<file path="src/rtl/ila_uart_readout.sv">
// ila_uart_readout: streams a captured ILA sample buffer out over the UART TX handshake.
// Optional trailing XOR checksum byte: define ILA_READOUT_CHECKSUM_EN.
module ila_uart_readout #(
    parameter int SAMPLE_WIDTH = 32,
    parameter int DEPTH        = 1024,
    localparam int ADDR_BITS    = $clog2(DEPTH),
    localparam int SAMPLE_BYTES = (SAMPLE_WIDTH + 7) / 8
) (
    input  logic                    i_clk,
    input  logic                    i_rst,
    input  logic                    i_start,
    input  logic [ADDR_BITS-1:0]    i_start_ptr,
    output logic                    o_busy,
    output logic                    o_done,
    output logic                    o_rd_en,
    output logic [ADDR_BITS-1:0]    o_rd_addr,
    input  logic [SAMPLE_WIDTH-1:0] i_rd_data,
    output logic                    o_uart_tx_en,
    output logic [7:0]              o_uart_tx_data,
    input  logic                    i_uart_tx_done
);

    localparam int SH_W = SAMPLE_BYTES * 8;
    localparam int BI_W = (SAMPLE_BYTES > 1) ? $clog2(SAMPLE_BYTES) : 1;
    localparam logic [15:0] LEN = 16'(DEPTH);
    localparam logic [BI_W-1:0] LAST_BYTE = BI_W'(SAMPLE_BYTES - 1);
    localparam logic [ADDR_BITS:0] LAST_SMP = (ADDR_BITS + 1)'(DEPTH - 1);

    typedef enum logic [3:0] {
        S_IDLE,
        S_HDR,
        S_HSEND,
        S_HWAIT,
        S_RD,
        S_LAT,
        S_LOAD,
        S_SEND,
        S_WAIT,
`ifdef ILA_READOUT_CHECKSUM_EN
        S_CK,
        S_CKW,
`endif
        S_FIN
    } state_t;

    state_t                r_state;
    state_t                w_next;
    logic [ADDR_BITS-1:0]  r_ptr;
    logic [ADDR_BITS:0]    r_cnt;
    logic [1:0]            r_hidx;
    logic [BI_W-1:0]       r_bidx;
    logic [SH_W-1:0]       r_shreg;
    logic                  r_done;
    logic [7:0]            w_hdr_byte;
    logic [7:0]            w_top_byte;
    logic                  w_last_byte;
    logic                  w_last_smp;
`ifdef ILA_READOUT_CHECKSUM_EN
    logic [7:0]            r_ck;
`endif

    assign w_top_byte  = r_shreg[SH_W-1 -: 8];
    assign w_last_byte = (r_bidx == LAST_BYTE);
    assign w_last_smp  = (r_cnt == LAST_SMP);

    // Header byte selected by the header index: sync, then length MSB, LSB
    always_comb begin
        w_hdr_byte = 8'hA5;
        unique case (r_hidx)
            2'd1:    w_hdr_byte = LEN[15:8];
            2'd2:    w_hdr_byte = LEN[7:0];
            default: w_hdr_byte = 8'hA5;
        endcase
    end

    // State register
    always_ff @(posedge i_clk) begin
        if (i_rst) begin
            r_state <= S_IDLE;
        end else begin
            r_state <= w_next;
        end
    end

    // Next-state logic
    always_comb begin
        w_next = r_state;
        unique case (r_state)
            S_IDLE:  if (i_start) w_next = S_HDR;
            S_HDR:   w_next = S_HSEND;
            S_HSEND: w_next = S_HWAIT;
            S_HWAIT: begin
                if (i_uart_tx_done) begin
                    w_next = (r_hidx == 2'd2) ? S_RD : S_HSEND;
                end
            end
            S_RD:    w_next = S_LAT;
            S_LAT:   w_next = S_LOAD;
            S_LOAD:  w_next = S_SEND;
            S_SEND:  w_next = S_WAIT;
            S_WAIT: begin
                if (i_uart_tx_done) begin
                    if (!w_last_byte) begin
                        w_next = S_SEND;
                    end else if (!w_last_smp) begin
                        w_next = S_RD;
                    end else begin
`ifdef ILA_READOUT_CHECKSUM_EN
                        w_next = S_CK;
`else
                        w_next = S_FIN;
`endif
                    end
                end
            end
`ifdef ILA_READOUT_CHECKSUM_EN
            S_CK:    w_next = S_CKW;
            S_CKW:   if (i_uart_tx_done) w_next = S_FIN;
`endif
            S_FIN:   w_next = S_IDLE;
            default: w_next = S_IDLE;
        endcase
    end

    // Outputs decoded from the current state and datapath registers
    always_comb begin
        o_busy         = (r_state != S_IDLE);
        o_done         = r_done;
        o_rd_en        = (r_state == S_RD);
        o_rd_addr      = r_ptr;
        o_uart_tx_en   = 1'b0;
        o_uart_tx_data = 8'h00;
        unique case (r_state)
            S_HSEND: begin
                o_uart_tx_en   = 1'b1;
                o_uart_tx_data = w_hdr_byte;
            end
            S_HWAIT: o_uart_tx_data = w_hdr_byte;
            S_SEND: begin
                o_uart_tx_en   = 1'b1;
                o_uart_tx_data = w_top_byte;
            end
            S_WAIT:  o_uart_tx_data = w_top_byte;
`ifdef ILA_READOUT_CHECKSUM_EN
            S_CK: begin
                o_uart_tx_en   = 1'b1;
                o_uart_tx_data = r_ck;
            end
            S_CKW:   o_uart_tx_data = r_ck;
`endif
            default: begin
                o_uart_tx_en   = 1'b0;
                o_uart_tx_data = 8'h00;
            end
        endcase
    end

    // Pointer, counters, shift register and done pulse (done lags FIN by one)
    always_ff @(posedge i_clk) begin
        if (i_rst) begin
            r_ptr   <= '0;
            r_cnt   <= '0;
            r_hidx  <= '0;
            r_bidx  <= '0;
            r_shreg <= '0;
            r_done  <= 1'b0;
        end else begin
            r_done <= (r_state == S_FIN);
            if (r_state == S_IDLE && i_start) begin
                r_ptr  <= i_start_ptr;
                r_cnt  <= '0;
                r_hidx <= '0;
                r_bidx <= '0;
            end
            if (r_state == S_HWAIT && i_uart_tx_done) begin
                r_hidx <= r_hidx + 2'd1;
            end
            if (r_state == S_LOAD) begin
                r_shreg <= SH_W'(i_rd_data);
                r_bidx  <= '0;
            end
            if (r_state == S_WAIT && i_uart_tx_done) begin
                r_shreg <= r_shreg << 8;
                r_bidx  <= r_bidx + 1'b1;
                if (w_last_byte) begin
                    r_ptr <= r_ptr + 1'b1;
                    r_cnt <= r_cnt + 1'b1;
                end
            end
        end
    end

`ifdef ILA_READOUT_CHECKSUM_EN
    // XOR of every byte after the sync byte
    always_ff @(posedge i_clk) begin
        if (i_rst) begin
            r_ck <= 8'h00;
        end else if (r_state == S_IDLE && i_start) begin
            r_ck <= 8'h00;
        end else if (r_state == S_HWAIT && i_uart_tx_done && r_hidx != 2'd0) begin
            r_ck <= r_ck ^ w_hdr_byte;
        end else if (r_state == S_WAIT && i_uart_tx_done) begin
            r_ck <= r_ck ^ w_top_byte;
        end
    end
`endif

endmodule

</file>
<file path="config.mk">
export PLATFORM = sky130hd
export DESIGN_NAME = ila_uart_readout
export DESIGN_NICKNAME = d
export VERILOG_FILES = /design/src/rtl/ila_uart_readout.sv
export SDC_FILE = /design/constraint.sdc
export NUM_CORES = 1
export LEC_CHECK = 0
export CORE_MARGIN = 4
export CORE_UTILIZATION = 50
export CTS_CLUSTER_DIAMETER = 200
export CTS_CLUSTER_SIZE = 12
export DETAILED_ROUTE_END_ITERATION = 16
export GPL_ROUTABILITY_DRIVEN = 0
export PLACE_DENSITY_LB_ADDON = 0.25
export SYNTH_ARGS = -nofsm -noshare
export SYNTH_HDL_FRONTEND = slang
export SYNTH_SLANG_ARGS = --single-unit
</file>
<file path="constraint.sdc">
create_clock -name i_clk -period 4.1 [get_ports i_clk]
set_input_delay 0.615 -clock i_clk [delete_from_list [all_inputs] [get_ports i_clk]]
set_output_delay 0.615 -clock i_clk [all_outputs]
set_load 0.01 [all_outputs]
</file>
==> flow_metrics.py, run 1 <==
metrics = {
    "critical_path": {
        "cp.buffers_inverters": 1,
        "worst_ep_arrival_time_ns": 2.48,
        "cp_cell_sequence": "nor2b_1 -> and3_1 -> nor2_1 -> nor2b_1 -> clkdlybuf4s50_1",
        "cp_slowest_stage_delay_ns": 0.60,
        "crit_required_ns": 3.48,
        "cpMostUsedCell": "nor2b_1",
        "end_kind": "output port",
        "critPathMaxFanout": 14,
        "startpoint_type": "flip-flop",
        "cp_top_family": "simple AND/OR/NAND/NOR gates",
        "cpMaxStageDelayCell": "dfxtp_1",
        "critPathKind": "flip-flop to output port",
    },
    "die": {
        "die_x_um": 87.0,
        "fp.coreArea_um2": 5990,
        "rows": 28,
        "start_util_pct": 52.1,
        "die_y_um": 87.0,
        "io_pins": 68,
        "die_area_um2": 7570,
    },
    "pwr": {
        "power_switching_uw": 347,
        "intPower_uw": 1080,
        "total_power_uw": 1430,
        "leakage_uw": 0.00138,
        "p_seq_share_pct": 44.9,
        "power_frac_clock_pct": 41.1,
        "p_comb_share_pct": 13.9,
        "sw_frac_of_total_pct": 24.3,
        "ir_worst_vdd_mv": 0.222,
        "pwr_density_cell_nw_per_um2": 358,
    },
    "detailed_routing": {
        "drtIter0Drc": 169,
        "wl_met1_um": 3600,
        "route.met3.wl_um": 427,
        "ant_nets": 0,
        "highest_layer": "met4",
        "viasPerCell": 5.74,
        "drc_errors": 0,
        "wl_um": 7650,
        "met2_length_um": 3480,
        "firstDrtPassIters": 4,
        "num_vias": 3040,
        "drt-wirelength-per-cell_um": 14.4,
    },
    "yosys": {
        "synth_edf_count": 0,
        "synth_area_per_cell_um2": 7.86,
        "postSynth.asyncResetShare_pct": 0,
        "synth_ff_type": "dfxtp_1",
        "synth_seq_cells": 62,
        "syn-num-nets": 447,
        "ys_seq_area_share_pct": 39.8,
        "syn-cell-area_um2": 3120,
        "postSynthCellCount": 397,
        "ys_warn_count": 0,
        "ys_types": 56,
    },
    "place": {
        "place_inst": 514,
        "pre_cts_slack_ns": 1.38,
        "dp_hpwl_um": 5190,
        "port_buffers": 67,
    },
    "global_routing": {
        "grt_pass1_wl_um": 12700,
        "antenna_found_initial": 0,
        "grt_max_degree": 56,
        "grt_pass1_vias": 2845,
        "track_usage_pct": 20.8,
        "overflow": 0,
    },
    "timing": {
        "finalSetupViolations": 0,
        "fmax_ghz": 0.323,
        "slew_viol_final": 0,
        "fin_skew_ns": 0.00696,
        "tightest_slew_ns": 1.19,
        "rsz0062_at_grt": "false",
        "timing.slew.headroom_pct": 20.9,
        "hold_viol_final": 0,
        "setup_tns_ns": 0,
        "worst_slack_ns": 1.00,
        "period_share_pct": 75.6,
        "finalWorstPathRequiredPeriod_ns": 3.10,
    },
    "cells_and_area": {
        "syn2layout_area_growth_pct": 28.0,
        "antennaDiodeCount": 0,
        "seq_area_um2": 1240,
        "multi_input_comb_area_um2": 1740,
        "nNetsFinal": 500,
        "fin_util_pct": 66.7,
        "final_cells": 530,
        "layout-drive-gt1-share_pct": 6.15,
        "nFillCells": 523,
    },
    "clock_network": {
        "cts-resized-gates": 0,
        "clkSinkCount": 62,
        "cts_buffer_depth": 2,
        "cts_made_buffers": 9,
        "cts_hold_buf": 0,
        "htreeDepth": 3,
        "clk_latency_ns": 0.34,
        "root_buffer": "clkbuf_8",
        "cts_tree": "yes",
        "clk_pin_slew_ns": 0.06,
        "cts_setup_buffers": 0,
    },
    "status": {
        "status": "completed",
    },
    "hold_path": {
        "hold_class": "flip-flop to flip-flop",
    },
    "flow_run": {
        "cap_violations": 0,
    },
}
==> power by group through the flow <==
stage	clock network (uW)	logic, uW	registers, uW
detailed placement	0	199	654
floorplan	0	105	646
global placement	0	197	653
global route	621	217	645
CTS	601	200	641
finish	588	199	642
==> per-stage QoR <==
stage / instance area (um2) / hold WS (ns)
global route: 4000 / 0.483
finish: 4000 / 0.453
floorplan: 3120 / 0.417
detailed placement: 3780 / 0.448
global placement: 3780 / 0.443
CTS: 4000 / 0.458
==> layer usage <==
metal	track usage, %	up-vias
met5	0	-
met3	4.92	15
met1	27.9	1386
met2	31.8	90
met4	8.92	0
li1	-	1549
==> cell usage after synthesis, types with 4 or more instances <==
cell type  number  area, um2
ha_1            4       50.1
dfxtp_1        62       1240
nor2b_1         7       43.8
inv_1           6       22.5
nor4_1          5       31.3
nand3_1        10       50.1
nand4_1         9       56.3
o21ai_0         9       45.0
a311oi_1       28        245
and3_1          7       43.8
a22oi_1         4       30.0
nor2_1         38        143
clkbuf_1       24       90.1
nand2_1        84        315
a21oi_1        31        155
nand2b_1        4       25.0
nor3_1         10       50.1
==> path summary, 6_finish.rpt <==
check | startpoint | end | slack (ns) | depth (start not counted)
setup reg to reg | r_state[0] | o_rd_addr[9] | 1.51 | 4
hold / removal | r_shreg[0] | r_shreg[0] | 0.45 | 2
hold reg to reg | r_shreg[0] | r_shreg[0] | 0.45 | 2
setup / recovery | r_state[1] | o_uart_tx_data[4] | 1.00 | 5
==> state kept, by name, summed over array words and instances, names as in the netlist <==
| name | flops |
|---|---|
| r_shreg | 32 |
| r_cnt | 11 |
| o_rd_addr | 10 |
| r_state | 4 |
| r_bidx | 2 |
| r_hidx | 2 |
| o_done | 1 |
==> final cells by class <==
class | count | area share [%]
Clock buffer | 12 | 3.63
Clock inverter | 4 | 1.75
Inverter | 6 | 0.564
Multi-Input combinational cell | 301 | 43.4
Sequential cell | 62 | 31.1
Tap cell | 75 | 2.35
Timing Repair Buffer | 70 | 17.2
==> cells by family after synthesis <==
kind of cell,Yosys count,share of synthesized area (%)
mux,2,0.681
compound gates,94,21.1
flops,62,39.8
simple gates,197,31.0
xor+xnor,4,1.12
fa+ha+maj,4,1.60
buf+inv,34,4.73
==> placed cells by master, fill, tap and decap left out, drive strengths merged, types with 5 or more instances in the layout <==
master / n
clkdlybuf4s50: 66
nand4: 9
and3: 7
nand2: 84
and2: 5
o21ai: 9
a21oi: 31
nor3: 11
nor2b: 7
nand3: 10
clkbuf: 12
dfxtp: 62
inv: 6
a311oi: 28
nor4: 7
nor2: 38
==> worst min-delay path, stage by stage (launching register included) <==
cell     delay, ns
dfxtp_1       0.31
nand2_1       0.05
a21oi_1       0.05
No activity file was read; power rests on OpenSTA's default activity.
==> run 2: changes to the inputs <==
==> constraint.sdc (replaced) <==
create_clock -name i_clk -period 3.04 [get_ports i_clk]
set_input_delay 0.456 -clock i_clk [delete_from_list [all_inputs] [get_ports i_clk]]
set_output_delay 0.456 -clock i_clk [all_outputs]
set_load 0.01 [all_outputs]
==> run 2 against run 1 <==
  * Cell count is 0.94% higher
  * Hold slack worse by 0.0016 ns
  * Routed wire length is 4.0% higher
  * Critical endpoint is now o_uart_tx_data[3]
  * Highest routed layer unchanged
  * Register-to-register slack worse by 0.82 ns
  * Sequential share of layout area is 0.085 points lower
  * First-iteration DRC count is 27% higher
==> flow_metrics.py, run 2 (synthesis results as in run 1) <==
metrics = {
    "hold_path": {
        "hold_class": "flip-flop to flip-flop",
    },
    "timing": {
        "hold_viol_final": 0,
        "setup_tns_ns": 0,
        "period_share_pct": 90.5,
        "finalWorstPathRequiredPeriod_ns": 2.75,
        "hold_slack_ns": 0.452,
        "slew_viol_final": 0,
        "fin_skew_ns": 0.00658,
        "finalSetupViolations": 0,
        "rsz0062_at_grt": "false",
        "timing.slew.headroom_pct": 61.2,
        "fmax_ghz": 0.364,
        "tightest_slew_ns": 0.581,
    },
    "flow_run": {
        "cap_violations": 0,
    },
    "cells_and_area": {
        "syn2layout_area_growth_pct": 28.5,
        "seq_area_um2": 1240,
        "multi_input_comb_area_um2": 1740,
        "largest_reg_flops": 32,
        "layout_commonest_cell": "nand2_1",
        "layout_common_cells": "nand2_1 (84), clkdlybuf4s50_1 (66), dfxtp_1 (61)",
        "largest_register": "r_shreg",
        "nFillCells": 536,
        "antennaDiodeCount": 0,
        "nNetsFinal": 507,
        "layout-drive-gt1-share_pct": 7.83,
    },
    "detailed_routing": {
        "ant_nets": 0,
        "num_vias": 3094,
        "met2_length_um": 3680,
        "wl_met1_um": 3780,
        "firstDrtPassIters": 4,
        "highest_layer": "met4",
        "drt-wirelength-per-cell_um": 14.9,
        "wl_um": 7960,
        "viasPerCell": 5.78,
        "drc_errors": 0,
        "route.met3.wl_um": 379,
        "drtIter0Drc": 215,
    },
    "pwr": {
        "power_frac_clock_pct": 37.0,
        "total_power_uw": 1820,
        "ir_worst_vdd_mv": 0.277,
        "pwr_density_cell_nw_per_um2": 455,
        "p_seq_share_pct": 47.5,
        "sw_frac_of_total_pct": 25.9,
        "intPower_uw": 1350,
        "leakage_uw": 0.00140,
        "p_comb_share_pct": 15.4,
        "power_switching_uw": 472,
    },
    "status": {
        "status": "completed",
    },
    "die": {
        "die_y_um": 87.0,
        "io_pins": 68,
        "fp.coreArea_um2": 5990,
        "start_util_pct": 52.1,
        "die_area_um2": 7570,
        "rows": 28,
        "die_x_um": 87.0,
    },
    "global_routing": {
        "overflow": 0,
        "grt_pass1_vias": 2829,
        "grt_max_degree": 35,
        "track_usage_pct": 21.6,
        "grt_pass1_wl_um": 13100,
        "antenna_found_initial": 0,
    },
    "critical_path": {
        "worst_ep_arrival_time_ns": 2.29,
        "cp_cell_sequence": "nor2b_1 -> and3_1 -> nor2_1 -> nor2b_1 -> clkdlybuf4s50_1",
        "end_kind": "output port",
        "critPathLaunch": "r_state[3]",
        "startpoint_type": "flip-flop",
        "cpMaxStageDelayCell": "dfxtp_1",
        "cp_slowest_stage_delay_ns": 0.60,
        "crit_required_ns": 2.58,
        "critPathKind": "flip-flop to output port",
        "reg2reg_slack_ns": 0.69,
        "critPathMaxFanout": 14,
        "r2r_cells": 4,
        "reg2reg_to": "r_cnt[8]",
        "r2r_start": "r_state[3]",
        "cpMostUsedCell": "nor2b_1",
        "cp-endpoint": "o_uart_tx_data[3]",
    },
    "clock_network": {
        "root_buffer": "clkbuf_8",
        "clkSinkCount": 62,
        "htreeDepth": 3,
        "cts_made_buffers": 9,
        "clk_latency_ns": 0.34,
        "cts_tree": "yes",
        "cts_buffer_depth": 2,
        "clk_pin_slew_ns": 0.07,
    },
    "place": {
        "port_buffers": 67,
        "dp_hpwl_um": 5510,
    },
}
run 2: cell count changes in the layout (fill, tap and decap cells not counted), sizes merged:
cell	before	now
buf	4	11
bufinv	2	1
clkbuf	12	9
clkinv	2	3
clkinvlp	0	1
run 2: layout make-up:
cell class,instances,share of cell area (%)
clock inverter,5,1.31
multi-input combinational,301,43.3
clock buffer,9,3.09
tap,75,2.34
timing repair buffer,77,18.5
sequential,62,31.0
inverter,6,0.561
run 2: critical path: cells and delay by family, from the launching register on:
family,cells,cell delay [ns]
and+or+nand+nor,4,0.87
buffers and inverters,1,0.49
DFF,1,0.60
run 2: worst min path at each step:
stage | from | end | slack, ns | cells after the start
after CTS | r_cnt[5] | r_cnt[5] | 0.45 | 1
after global routing | r_hidx[0] | r_hidx[0] | 0.47 | 2
after floorplan | r_cnt[5] | r_cnt[5] | 0.42 | 1
final | r_hidx[0] | r_hidx[0] | 0.45 | 2
after global placement | r_hidx[0] | r_hidx[0] | 0.44 | 2
after detailed placement | r_cnt[5] | r_cnt[5] | 0.44 | 1
run 2: per-layer routing:
metal | vias to the layer above | GRT usage [%]
li1 | 1561 | -
met1 | 1445 | 29.4
met2 | 78 | 33.3
met3 | 10 | 4.45
met4 | 0 | 8.50
met5 | - | 0
run 2: per-stage QoR:
stage / setup slack (ns) / instances / util (%) / instance area [um2]
after floorplan: 1.21 / 397 / - / 3120
after global placement: 0.574 / 521 / 64.0 / 3830
after detailed placement: 0.508 / 521 / 64.0 / 3830
after CTS: 0.134 / 535 / 66.9 / 4010
after global routing: 0.119 / 535 / 67.0 / 4010
final: 0.289 / 535 / 67.0 / 4010
run 2: power by group through the flow:
stage               Sequential [uW]  Clock [uW]  Combinational, uW
floorplan                       872           0                142
global placement                882           0                275
detailed placement              882           0                279
CTS                             865         687                282
global route                    870         720                306
finish                          867         675                282
run 2: what timing repair did:
item / CTS / global route
setup buffers: 0 / 0
resized for setup: 0 / 1
endpoints found under the setup margin: 0 / 4
hold buffers: 0 / 0
